[config.mk]
export PLATFORM = sky130hd
export DESIGN_NAME = mp3_ui_pixel_source
export DESIGN_NICKNAME = d
export VERILOG_FILES = /design/src/rtl/mp3_ui_pkg.sv /design/src/rtl/mp3_ui_raster_counter.sv /design/src/rtl/mp3_ui_pixel_source.sv
export SDC_FILE = /design/constraint.sdc
export NUM_CORES = 1
export LEC_CHECK = 0
export ABC_AREA = 0
export ABC_CLOCK_PERIOD_IN_PS = 2770
export CORE_ASPECT_RATIO = 0.75
export CORE_UTILIZATION = 48
export DETAILED_ROUTE_END_ITERATION = 10
export PLACE_DENSITY_LB_ADDON = 0.1
export SYNTH_ARGS = -nofsm -noshare
export SYNTH_HDL_FRONTEND = slang
export SYNTH_HIERARCHICAL = 1
export SYNTH_SLANG_ARGS = --single-unit
[constraint.sdc]
create_clock -name clk_clk -period 2.77 [get_ports clk_clk]
set_clock_uncertainty 0.05 [all_clocks]
set_input_delay 0.4155 -clock clk_clk [delete_from_list [all_inputs] [get_ports clk_clk]]
set_output_delay 0.4155 -clock clk_clk [all_outputs]
set_load 0.05 [all_outputs]
[src/rtl/mp3_ui_pkg.sv]
// mp3_ui_pkg
// Shared constants for the MP3 UI pixel source: UI colours (8 bits per
// channel, rescaled to COLOR_BITS by the top level), layout windows,
// the pixel region enum and the colour-bar test pattern table.
package mp3_ui_pkg;

    // Which part of the UI a raster position falls into.
    typedef enum logic [2:0] {
        REGION_BG,
        REGION_INDICATOR,
        REGION_PROGRESS,
        REGION_VOLUME,
        REGION_TEST_BARS
    } pixRegion_e;

    // UI colours as 24-bit {R,G,B}.
    localparam logic [23:0] COL_BG    = 24'h000040;
    localparam logic [23:0] COL_PLAY  = 24'h00C000;
    localparam logic [23:0] COL_PAUSE = 24'hC00000;
    localparam logic [23:0] COL_FILL  = 24'hE0E0E0;
    localparam logic [23:0] COL_EMPTY = 24'h404040;

    // Layout windows, inclusive bounds, in screen coordinates.
    localparam logic [15:0] IND_X_MIN  = 16'd300;
    localparam logic [15:0] IND_X_MAX  = 16'd339;
    localparam logic [15:0] IND_Y_MIN  = 16'd200;
    localparam logic [15:0] IND_Y_MAX  = 16'd239;
    localparam logic [15:0] BAR_X_MIN  = 16'd64;
    localparam logic [15:0] BAR_X_MAX  = 16'd575;
    localparam logic [15:0] PROG_Y_MIN = 16'd400;
    localparam logic [15:0] PROG_Y_MAX = 16'd415;
    localparam logic [15:0] VOL_Y_MIN  = 16'd430;
    localparam logic [15:0] VOL_Y_MAX  = 16'd445;

    // Colour bars left to right; each entry is {R,G,B} on/off at full scale.
    localparam logic [0:7][2:0] TEST_BAR_RGB = '{
        3'b111,  // white
        3'b110,  // yellow
        3'b011,  // cyan
        3'b010,  // green
        3'b101,  // magenta
        3'b100,  // red
        3'b001,  // blue
        3'b000   // black
    };

    // True when lo <= v <= hi.
    function automatic logic inWindow(input logic [15:0] v,
                                      input logic [15:0] lo,
                                      input logic [15:0] hi);
        return (v >= lo) && (v <= hi);
    endfunction

endpackage

[src/rtl/mp3_ui_raster_counter.sv]
// mp3_ui_raster_counter
// Holds the raster position of the next pixel to be loaded into the output
// register. Advances one pixel per load, wrapping at the end of each line
// and frame, and flags the first and last pixel of a frame.
module mp3_ui_raster_counter #(
    parameter int H_RES = 640,
    parameter int V_RES = 480,
    parameter int XW    = $clog2(H_RES),
    parameter int YW    = $clog2(V_RES)
) (
    input  logic          clk_i,
    input  logic          reset_i,
    input  logic          advance_i,
    output logic [XW-1:0] x_o,
    output logic [YW-1:0] y_o,
    output logic          first_o,
    output logic          last_o
);

    logic [XW-1:0] x_q, x_d;
    logic [YW-1:0] y_q, y_d;

    // Next position: step x, wrap to the next line, wrap the frame after the last line.
    always_comb begin
        x_d = x_q;
        y_d = y_q;
        if (advance_i) begin
            if (x_q == XW'(H_RES - 1)) begin
                x_d = '0;
                y_d = (y_q == YW'(V_RES - 1)) ? '0 : y_q + 1'b1;
            end else begin
                x_d = x_q + 1'b1;
            end
        end
    end

    // Position register; reset always restarts the raster at (0,0).
    always_ff @(posedge clk_i) begin
        if (reset_i) begin
            x_q <= '0;
            y_q <= '0;
        end else begin
            x_q <= x_d;
            y_q <= y_d;
        end
    end

    assign x_o     = x_q;
    assign y_o     = y_q;
    assign first_o = (x_q == '0) && (y_q == '0);
    assign last_o  = (x_q == XW'(H_RES - 1)) && (y_q == YW'(V_RES - 1));

endmodule

[src/rtl/mp3_ui_pixel_source.sv]
// mp3_ui_pixel_source
// Streams the MP3 player UI as an Avalon-ST raster with SOP/EOP framing into
// the VGA controller's video sink. The status inputs are captured once per
// frame, when pixel (0,0) is loaded, so no frame ever mixes old and new values.
// Optional feature: defining UI_TEST_PATTERN_EN adds the test_mode input,
// which (captured like the status inputs) replaces the UI with eight
// vertical colour bars.
module mp3_ui_pixel_source #(
    parameter int H_RES      = 640,
    parameter int V_RES      = 480,
    parameter int COLOR_BITS = 8
) (
    input  logic                    clk_clk,
    input  logic                    reset_reset,
    input  logic [7:0]              progress,
    input  logic [3:0]              volume,
    input  logic                    playing,
`ifdef UI_TEST_PATTERN_EN
    input  logic                    test_mode,
`endif
    input  logic                    src_ready,
    output logic                    src_valid,
    output logic [3*COLOR_BITS-1:0] src_data,
    output logic                    src_sop,
    output logic                    src_eop
);

    import mp3_ui_pkg::*;

    localparam int XW    = $clog2(H_RES);
    localparam int YW    = $clog2(V_RES);
    localparam int PIX_W = 3 * COLOR_BITS;

    logic [XW-1:0]    rasterX;
    logic [YW-1:0]    rasterY;
    logic             rasterFirst;
    logic             rasterLast;
    logic             load;

    logic [7:0]       progress_q;
    logic [3:0]       volume_q;
    logic             playing_q;
    logic [7:0]       curProgress;
    logic [3:0]       curVolume;
    logic             curPlaying;

    logic [15:0]      pixX;
    logic [15:0]      pixY;
    pixRegion_e       region;
    logic [15:0]      barOffset;
    logic [PIX_W-1:0] pixel_d;

    logic             valid_q;
    logic [PIX_W-1:0] data_q;
    logic             sop_q;
    logic             eop_q;

`ifdef UI_TEST_PATTERN_EN
    localparam logic [15:0] BAR_WIDTH = 16'(H_RES / 8);
    logic             testMode_q;
    logic             curTestMode;
    logic [2:0]       barIndex;
`endif

    // Rescale an 8-bit channel to COLOR_BITS: chan * 2^COLOR_BITS / 256.
    function automatic logic [COLOR_BITS-1:0] scaleChan(input logic [7:0] chan);
        return COLOR_BITS'({chan, {COLOR_BITS{1'b0}}} >> 8);
    endfunction

    // Convert a 24-bit package colour into the output pixel format.
    function automatic logic [PIX_W-1:0] toPixel(input logic [23:0] rgb);
        return {scaleChan(rgb[23:16]), scaleChan(rgb[15:8]), scaleChan(rgb[7:0])};
    endfunction

    // The output register takes a new pixel whenever it is empty or being accepted.
    assign load = !valid_q || src_ready;

    mp3_ui_raster_counter #(
        .H_RES (H_RES),
        .V_RES (V_RES),
        .XW    (XW),
        .YW    (YW)
    ) u_raster (
        .clk_i     (clk_clk),
        .reset_i   (reset_reset),
        .advance_i (load),
        .x_o       (rasterX),
        .y_o       (rasterY),
        .first_o   (rasterFirst),
        .last_o    (rasterLast)
    );

    // Capture the status inputs together with the first pixel of each frame.
    always_ff @(posedge clk_clk) begin
        if (reset_reset) begin
            progress_q <= '0;
            volume_q   <= '0;
            playing_q  <= 1'b0;
`ifdef UI_TEST_PATTERN_EN
            testMode_q <= 1'b0;
`endif
        end else if (load && rasterFirst) begin
            progress_q <= progress;
            volume_q   <= volume;
            playing_q  <= playing;
`ifdef UI_TEST_PATTERN_EN
            testMode_q <= test_mode;
`endif
        end
    end

    // Pixel (0,0) is rendered with the values being captured on that same clock.
    assign curProgress = rasterFirst ? progress : progress_q;
    assign curVolume   = rasterFirst ? volume   : volume_q;
    assign curPlaying  = rasterFirst ? playing  : playing_q;
`ifdef UI_TEST_PATTERN_EN
    assign curTestMode = rasterFirst ? test_mode : testMode_q;
    assign barIndex    = 3'(pixX / BAR_WIDTH);
`endif

    assign pixX = 16'(rasterX);
    assign pixY = 16'(rasterY);

    // Classify the next pixel; earlier windows take priority over later ones.
    always_comb begin
        region    = REGION_BG;
        barOffset = '0;
`ifdef UI_TEST_PATTERN_EN
        if (curTestMode) begin
            region = REGION_TEST_BARS;
        end else
`endif
        if (inWindow(pixX, IND_X_MIN, IND_X_MAX) && inWindow(pixY, IND_Y_MIN, IND_Y_MAX)) begin
            region = REGION_INDICATOR;
        end else if (inWindow(pixX, BAR_X_MIN, BAR_X_MAX) && inWindow(pixY, PROG_Y_MIN, PROG_Y_MAX)) begin
            region    = REGION_PROGRESS;
            barOffset = pixX - BAR_X_MIN;
        end else if (inWindow(pixX, BAR_X_MIN, BAR_X_MAX) && inWindow(pixY, VOL_Y_MIN, VOL_Y_MAX)) begin
            region    = REGION_VOLUME;
            barOffset = pixX - BAR_X_MIN;
        end
    end

    // Colour the next pixel; the volume segment index is the offset divided by 32.
    always_comb begin
        pixel_d = toPixel(COL_BG);
        case (region)
            REGION_INDICATOR: pixel_d = curPlaying ? toPixel(COL_PLAY) : toPixel(COL_PAUSE);
            REGION_PROGRESS:  pixel_d = (barOffset < {7'd0, curProgress, 1'b0}) ?
                                        toPixel(COL_FILL) : toPixel(COL_EMPTY);
            REGION_VOLUME:    pixel_d = (barOffset[8:5] < curVolume) ?
                                        toPixel(COL_FILL) : toPixel(COL_EMPTY);
`ifdef UI_TEST_PATTERN_EN
            REGION_TEST_BARS: pixel_d = {{COLOR_BITS{TEST_BAR_RGB[barIndex][2]}},
                                         {COLOR_BITS{TEST_BAR_RGB[barIndex][1]}},
                                         {COLOR_BITS{TEST_BAR_RGB[barIndex][0]}}};
`endif
            default:          pixel_d = toPixel(COL_BG);
        endcase
    end

    // Output register: loads on demand, otherwise holds data and framing stable.
    always_ff @(posedge clk_clk) begin
        if (reset_reset) begin
            valid_q <= 1'b0;
            data_q  <= '0;
            sop_q   <= 1'b0;
            eop_q   <= 1'b0;
        end else if (load) begin
            valid_q <= 1'b1;
            data_q  <= pixel_d;
            sop_q   <= rasterFirst;
            eop_q   <= rasterLast;
        end
    end

    assign src_valid = valid_q;
    assign src_data  = data_q;
    assign src_sop   = sop_q;
    assign src_eop   = eop_q;

endmodule

; ---- Word-level counts from Yosys, hierarchy flattened
; Index checks and enable logic that the tools add are counted.
[word_totals]
regBits = 59
latch_bits = 0
ramBits = 0
rom_bits = 0
inputBits = 16
out_inout_bits = 27
elab_cells = 60
n_memories = 0
[classes]
n_addsub = 3
mul = 0
n_div = 0
magnitude_cmp = 12
eq_ne = 5
n_shift = 0
mux = 15
bitwise_logic = 0
reduce_logical = 16
[op_table]
columns = op, n
row1 = two-way mux 24 bit, 3
row2 = one-hot mux 24 bit (3 select lines), 1
row3 = two-way mux 16 bit, 3
row4 = ">= comparator 9 bit, second input constant", 2
row5 = "<= comparator 9 bit, second input constant", 2
row6 = < comparator 16 x 9 -> 1 bit, 1
row7 = logical AND 1 bit, 11
row8 = "subtractor 10 x 7 -> 11 bit, second input constant", 1
row9 = "adder 10 x 1 -> 10 bit, second input constant", 1
row10 = "equality test 10 bit, second input constant", 1
row11 = ">= comparator 10 x 7 -> 1 bit, second input constant", 1
row12 = ">= comparator 10 x 9 -> 1 bit, second input constant", 1
row13 = "<= comparator 10 bit, second input constant", 1
row14 = "<= comparator 10 x 9 -> 1 bit, second input constant", 1
row15 = logical NOT 10 bit, 1
row16 = two-way mux 10 bit, 1
row17 = "adder 9 x 1 -> 9 bit, second input constant", 1
row18 = "equality test 9 bit, second input constant", 1
row19 = ">= comparator 9 x 8 -> 1 bit, second input constant", 1
row20 = "<= comparator 9 x 8 -> 1 bit, second input constant", 1
row21 = logical NOT 9 bit, 1
row22 = two-way mux 9 bit, 1
row23 = two-way mux 8 bit, 1
row24 = "equality test 3 x 2 -> 1 bit, second input constant", 2
row25 = 8 further kinds, 10

; ---- Logic depth before layout (Yosys ltp)
; Gate-level depths: netlist (run 1).
[logic_depth]
word_depth = 9
mapped_depth = 13

; ---- By module
; The synthesis (run 1) kept the hierarchy.
[modules_own_cells]
columns = module, n_inst, cells_each, area_per_inst_um2, seq_area_each_um2
row1 = mp3_ui_pixel_source, 1, 195, 1564.0, 440.4
row2 = mp3_ui_raster_counter, 1, 125, 1017.2, 380.4

; ---- Worst setup path before layout (run 1)
; No wires, ideal clock.
[synth_timing]
kind = register to register
from = reg u_raster.x_q[3], in the netlist u_raster/x_o[3]
to = reg data_q[15], in the netlist src_data[15]
setup_time_ps = 74
arrival_time_ps = 2917
t_required_ps = 2646
setup_slack_ps = -272
path_stages_with_launch = 13
path_buffers = 2
synth_period_minus_slack_ps = 3042
path_cell_list = dfxtp_1 nor4_1 nand4_1 nor3_1 clkbuf_1 buf_1 mux2i_1 ha_1 or3_1 o221ai_1 and4b_1 a22oi_1 a31oi_1
[synth_via]
elab_cells_between_ends = 30
classes_between = 1 x add/sub / 6 x order compare / 3 x eq/ne / 13 x mux / 7 x reduce/logical
[synth_rtl]
columns = item, line_no
row1 = from (decl), mp3_ui_raster_counter.sv:20  ; logic [XW-1:0] x_q, x_d;
row2 = from (signal assigned), mp3_ui_raster_counter.sv:40  ; x_q <= '0;
row3 = from (signal assigned), mp3_ui_raster_counter.sv:43  ; x_q <= x_d;
row4 = logical NOT 10 bit (*), mp3_ui_raster_counter.sv:50  ; assign first_o = (x_q == '0) && (y_q == '0);
row5 = logical AND 1 bit (*), mp3_ui_raster_counter.sv:50
row6 = net rasterFirst, mp3_ui_pixel_source.sv:36  ; logic rasterFirst;
row7 = two-way mux 8 bit or two-way mux 4 bit (tied branches), "mp3_ui_pixel_source.sv:113, mp3_ui_pixel_source.sv:114"
row8 = < comparator 16 x 9 -> 1 bit or < comparator 4 bit (tied branches), "mp3_ui_pixel_source.sv:149, mp3_ui_pixel_source.sv:151"
row9 = "two-way mux 24 bit, on equally long branches", "mp3_ui_pixel_source.sv:149, mp3_ui_pixel_source.sv:151"
row10 = one-hot mux 24 bit (3 select lines) (*), mp3_ui_pixel_source.sv:147  ; case (region)
row11 = to (signal assigned), mp3_ui_pixel_source.sv:171  ; data_q <= pixel_d;
row12 = to (decl), mp3_ui_pixel_source.sv:54  ; logic [PIX_W-1:0] data_q;
; The timed path passes the listed nets; every way through them passes the cells marked *.
; A chain may end at the register's enable or synchronous reset.

; ---- Final worst setup path (run 1)
[layout_timing]
from = reg u_raster.x_q[7], in the netlist u_raster/x_o[7]
to = reg data_q[23], in the netlist src_data[23]
[layout_via]
elab_chain_cells = 9
elab_cells_between_ends = 30
classes_between = 1 x add/sub / 6 x order compare / 3 x eq/ne / 13 x mux / 7 x reduce/logical
[layout_lines]
columns = item, line_no
row1 = >= comparator 10 x 7 -> 1 bit or <= comparator 10 bit (tied branches), mp3_ui_pkg.sv:51  ; return (v >= lo) && (v <= hi);
row2 = logical AND 1 bit, mp3_ui_pkg.sv:51
row3 = logical AND 1 bit, mp3_ui_pixel_source.sv:138  ; end else if (inWindow(pixX, BAR_X_MIN, BAR_X_MAX) && inWindow(pixY, VOL_Y_MIN, VOL_Y_MAX)) begin
row4 = two-way mux 16 bit, mp3_ui_pixel_source.sv:138
row5 = two-way mux 16 bit, mp3_ui_pixel_source.sv:135  ; end else if (inWindow(pixX, BAR_X_MIN, BAR_X_MAX) && inWindow(pixY, PROG_Y_MIN, PROG_Y_MAX)) begin
row6 = two-way mux 16 bit, mp3_ui_pixel_source.sv:133  ; if (inWindow(pixX, IND_X_MIN, IND_X_MAX) && inWindow(pixY, IND_Y_MIN, IND_Y_MAX)) begin
row7 = < comparator 16 x 9 -> 1 bit or < comparator 4 bit (tied branches), "mp3_ui_pixel_source.sv:149, mp3_ui_pixel_source.sv:151"
row8 = "two-way mux 24 bit, on equally long branches", "mp3_ui_pixel_source.sv:149, mp3_ui_pixel_source.sv:151"
row9 = one-hot mux 24 bit (3 select lines) (*), mp3_ui_pixel_source.sv:147
; Every way passes the cells marked *; elsewhere a longest branch is shown, timed or not.

==> results of run 1 <==
## stage by stage
step | area [um2] | util (%) | cells | hold slack, ps
after floorplan | 2680 | - | 334 | 386
after global placement | 3140 | 62.3 | 441 | 392
after detailed placement | 3140 | 62.3 | 441 | 396
after CTS | 3320 | 65.8 | 454 | 407
after global routing | 3400 | 67.5 | 457 | 428
final | 3400 | 67.5 | 457 | 403
## power by group through the flow
stage	clock [mW]	combinational, mW	sequential, mW
after floorplan	0	0.197	0.656
after global placement	0	0.282	0.639
after detailed placement	0	0.287	0.639
after CTS	0.384	0.293	0.626
after global routing	0.409	0.337	0.631
final	0.372	0.312	0.628
## what timing repair did
| action | in CTS | in global routing |
|---|---|---|
| setup endpoints to repair | 3 | 3 |
| cloned | 0 | 1 |
| pin swaps | 7 | 14 |
| buffers inserted | 6 | 2 |
| gates resized for setup | 11 | 9 |
## cells in the final DEF (no fill, tap or decap), types with 11 or more instances in the layout
cell	instances
a21oi_1	27
buf_4	46
clkdlybuf4s50_1	27
conb_1	15
dfxtp_1	39
ha_1	13
inv_1	11
mux2i_1	13
nand2_1	49
nand3_1	15
nor2_1	11
## kinds of logic after synthesis
logic type,Yosys count,synth area share [%]
buffers and inverters,43,9.02
xor gates and xnor gates,11,3.73
DFF,41,31.8
muxes,15,5.87
other,1,0.145
AOI/OAI and AO/OA,60,14.3
and+or+nand+nor,133,27.3
adders and majority gates,16,7.76
## layout make-up
| type | count | area, um2 |
|---|---|---|
| tap | 72 | 90.1 |
| fill | 423 | 1640 |
| timing repair buffer | 75 | 632 |
| clock buffer | 6 | 72.6 |
| multi-input combinational | 250 | 1730 |
| clock inverter | 1 | 5.00 |
| inverter | 12 | 45.0 |
| sequential | 41 | 826 |
## flip-flops by register name, summed over array words and instances (netlist names)
signal        count
src_data          6
src_sop           1
u_raster/x_o     10
progress_q        8
playing_q         1
src_eop           1
u_raster/y_o      9
volume_q          4
src_valid         1
## metal layers
metal	routed length, um	vias to the layer above	part of all wire, %
li1	-	1235	-
met1	3410	1169	49
met2	3010	105	43
met3	493	4	7.1
met4	38	0	0.55
met5	0	-	0
## worst min-delay path: cells and delay by family, from the launching register on
| family | cells | cell delay, ps |
|---|---|---|
| DFF | 1 | 310 |
| and+or+nand+nor | 1 | 50 |
| AOI/OAI and AO/OA | 1 | 50 |
## worst paths after layout
| path | start | to | slack, ps | depth (start not counted) |
|---|---|---|---|---|
| setup / recovery | u_raster/x_o[7] | src_data[23] | -120 | 13 |
| hold / removal | src_sop | src_sop | 400 | 2 |
| setup reg to reg | u_raster/x_o[7] | src_data[23] | -120 | 13 |
| hold reg to reg | src_sop | src_sop | 400 | 2 |
==> impl_metrics.yaml, run 1 <==
setup_path:
  path_cells: "inv_2, ha_4, nor4b_4, a211oi_4, a2111o_1, or2_4, nor2_4, ha_1, o21a_1, o221ai_2, and4b_1, a22oi_2, a31oi_1"
  critPathRequiredTime_ps: 2930
  cp-end-kind: "flop"
  crit_type: "flop to flop"
  cp_slowest_stage_delay_ps: 390
  cp_data_arrival_time_ps: 3060
  crit_fanout: 4
  worst_path_max_delay_cell: "a2111o_1"
  crit_family: "compound AO/OA/AOI/OAI gates"
  crit_path_start_kind: "flop"
  cp_num_buf_inv: 1
placed_design:
  pre_cts_slack_ps: -150
  dp_hpwl_mm: 4.85
  io_buffer_count: 27
  globalplace.congestion: 0.950
global_route:
  grt_use_met2_pct: 37.4
  overflow: 0
  grt_max_degree: 22
  antenna_found_initial: 0
  grt.met3_usage_pct: 5.03
  met1_usage_pct: 35.6
  busiest_layer: "met2"
  first_global_vias: 2222
  grt_usage_pct: 25.0
  grt_pass1_wl_mm: 10.8
yosys:
  syn_inst: 320
  yosysMostFrequentCell: "nand2_1"
  synth_edf_count: 0
  ys_async_sr_fraction_pct: 0
  avgSynthCellArea_um2: 8.07
  ys_top_cells_by_area: "dfxtp_1 32%, ha_1 7.8%, nand2_1 7.1%, mux2i_1 5.4%, a21oi_1 5.2%"
  yosysTopAreaCellShare_pct: 31.8
  yosys_register_bits: 41
  yosysTopAreaCell: "dfxtp_1"
  ys_types: 50
  yosys-top-cells-count: "49 x nand2_1, 41 x dfxtp_1, 27 x a21oi_1, 18 x buf_4, 16 x ha_1"
  ys.flop_type: "dfxtp_1"
  syn-cell-area_um2: 2580
  yosysWarningCount: 6
  yosysSeqAreaShare_pct: 31.8
sta:
  rsz0062_at_grt: "yes"
  min_period_ps: 2890
  finalCritPeriodShare_pct: 104
  tightest_slew_ps: 671
  fin_ws_ps: -122
  tns_ps: -331
  slew_viol_final: 0
  slew_headroom_pct: 55.0
  finalSetupViolCount: 3
  hold_viol: 0
  fmax_mhz: 346
pwr:
  pwr-share-clk_pct: 28.4
  p_switching_uw: 405
  pwr_density_cell_nw_per_um2: 386
  combPwrFrac_pct: 23.8
  switching_share_pct: 30.9
  irDropWorstVdd_uv: 239
  power_mw: 1.31
  internal_power_uw: 907
  p_seq_share_pct: 47.9
  power_leakage_nw: 1.34
layout:
  layout-drive-gt1-share_pct: 21.3
  fin_nets: 417
  syn_to_final_growth_pct: 31.7
  antenna_cells: 0
status:
  violations: "setup timing"
  status: "complete, but fails checks"
clock_network:
  cts-hold-fix-buffers: 0
  cts_inserted_buffers: 5
  clockBufferDepth: 2
  htree_levels: 2
  cts_root_buf: "clkbuf_8"
  cts.clk_slew.worst_paths_ps: 80
  clk_latency_ps: 290
  cts_tree: "done"
  cts.sinks: 41
floorplan:
  dieArea_um2: 5680
  core_um2: 5040
  io_pins: 43
  start_util_pct: 51.2
  rows: 22
  die_w_um: 86.7
  fp.dieH_um: 65.5
run:
  maxCapViolations: 0
routing:
  viasPerCell: 5.50
  vias: 2513
  drc: 0
  first_pass_iters: 5
  post_drt_wl_per_cell_um: 15.2
  drt_iter0_drc: 329
  antenna_left: 0
  finalWirelength_mm: 6.95
min_path:
  hp-class: "flop to flop"
(Power assumes the default switching activity.)
==> run 2, diff against run 1 <==
--- a/config.mk
+++ b/config.mk
@@ -6,9 +6,9 @@
 export NUM_CORES = 1
 export LEC_CHECK = 0
 export ABC_AREA = 0
-export ABC_CLOCK_PERIOD_IN_PS = 2770
-export CORE_ASPECT_RATIO = 0.75
-export CORE_UTILIZATION = 48
+export ABC_CLOCK_PERIOD_IN_PS = 2850
+export CORE_ASPECT_RATIO = 1.1
+export CORE_UTILIZATION = 53
 export DETAILED_ROUTE_END_ITERATION = 10
 export PLACE_DENSITY_LB_ADDON = 0.1
 export SYNTH_ARGS = -nofsm -noshare
==> constraint.sdc (replaced) <==
create_clock -name clk_clk -period 2.85 [get_ports clk_clk]
set_clock_uncertainty 0.05 [all_clocks]
set_input_delay 0.4275 -clock clk_clk [delete_from_list [all_inputs] [get_ports clk_clk]]
set_output_delay 0.4275 -clock clk_clk [all_outputs]
set_load 0.05 [all_outputs]
==> impl_metrics.yaml, run 2 (same netlist as run 1, synthesis figures left out) <==
clock_network:
  cts-hold-fix-buffers: 0
  clockBufferDepth: 2
  cts_tree: "done"
  clk_latency_ps: 300
  htree_levels: 2
  cts_inserted_buffers: 5
  cts.sinks: 41
  cts.clk_slew.worst_paths_ps: 80
  cts_root_buf: "clkbuf_8"
layout:
  antenna_cells: 0
  fin_nets: 411
  final_common_cell: "nand2_1"
  layout-drive-gt1-share_pct: 20.3
  final_cell_mix: "49 x nand2_1, 39 x buf_4, 37 x dfxtp_1"
  largest_reg_flops: 10
  syn_to_final_growth_pct: 29.1
min_path:
  hp-class: "flop to flop"
global_route:
  grt_usage_pct: 26.9
  grt_max_degree: 27
  overflow: 0
  grt_pass1_wl_mm: 10.2
  antenna_found_initial: 0
  first_global_vias: 2153
sta:
  finalSetupViolCount: 0
  tns_ps: 0
  min_period_ps: 2720
  fmax_mhz: 368
  hold_viol: 0
  slew_viol_final: 0
  slew_headroom_pct: 60.8
  finalCritPeriodShare_pct: 95.3
  tightest_slew_ps: 586
setup_path:
  crit_path_start_kind: "flop"
  cp-end-kind: "flop"
  crit_type: "flop to flop"
  crit_fanout: 4
  cp_data_arrival_time_ps: 2900
  critPathRequiredTime_ps: 3030
placed_design:
  dp_hpwl_mm: 4.72
  io_buffer_count: 27
  globalplace.congestion: 0.896
floorplan:
  rows: 26
  dieArea_um2: 5150
  io_pins: 43
  die_w_um: 68.5
  core_um2: 4650
  start_util_pct: 55.5
  fp.dieH_um: 75.2
pwr:
  irDropWorstVdd_uv: 297
  pwr_density_cell_nw_per_um2: 396
  power_leakage_nw: 1.32
  power_mw: 1.32
routing:
  first_pass_iters: 4
  finalWirelength_mm: 6.53
  viasPerCell: 5.69
  drc: 0
  antenna_left: 0
  post_drt_wl_per_cell_um: 15.0
  drt_iter0_drc: 124
  vias: 2474
run:
  maxCapViolations: 0
status:
  status: "finished, final reports clean"
-- run 2: final timing paths --
| path | cells past startpoint | from | endpoint | slack, ps |
|---|---|---|---|---|
| worst max-delay path | 12 | u_raster/x_o[6] | src_data[21] | 130 |
| worst min register to register | 2 | src_eop | src_eop | 400 |
| worst min-delay path | 2 | src_eop | src_eop | 400 |
| worst max register to register | 12 | u_raster/x_o[6] | src_data[21] | 130 |
-- run 2: power breakdown --
group	leakage (nW)	total (mW)	internal [mW]	switching, mW
Sequential	0.337	0.610	0.596	0.0140
Combinational	0.936	0.309	0.130	0.179
Clock	0.0433	0.400	0.192	0.208
Total	1.32	1.32	0.917	0.401
-- run 2: routing by layer --
metal | vias up | GRT usage, % | share of wire, %
met5 | - | 0 | 0
met4 | 0 | 10.4 | 2.8
met3 | 17 | 5.15 | 3.4
met2 | 60 | 46.9 | 51
met1 | 1177 | 32.1 | 43
li1 | 1220 | - | -
-- run 2: worst max-delay path, stage by stage (launching register included) --
cell	delay, ps
dfxtp_4	370
buf_4	150
or3_4	370
a211oi_2	190
a2111o_1	140
or2_4	170
nor2_4	40
ha_2	180
or3_1	380
o221ai_2	130
and4b_1	230
a22oi_2	100
a21oi_1	140
-- run 2: area by class of cell --
cell class	count	area [um2]
Sequential cell	41	828
Clock inverter	1	7.51
Multi-Input combinational cell	250	1690
Fill cell	390	1320
Clock buffer	6	82.6
Tap cell	56	70.1
Timing Repair Buffer	69	606
Inverter	12	45.0
-- run 2: stage by stage --
step                      hold slack [ps]  instance area (um2)  setup slack, ps  std cells  util [%]
after floorplan                       386                 2640             5.24        334         -
after global placement                389                 3070            -45.3        422      65.9
after detailed placement              398                 3070             -103        422      65.9
after CTS                             407                 3210             1.99        431      69.1
after global routing                  441                 3330            -4.82        435      71.7
final                                 404                 3330              135        435      71.7
-- run 2: what timing repair did --
| action | 4_1_cts | 5_1_grt |
|---|---|---|
| endpoints found under the hold margin | 0 | 0 |
| pin swaps | 6 | 13 |
| buffers inserted | 2 | 4 |
| endpoints found under the setup margin | 3 | 3 |
| gates resized for setup | 10 | 19 |
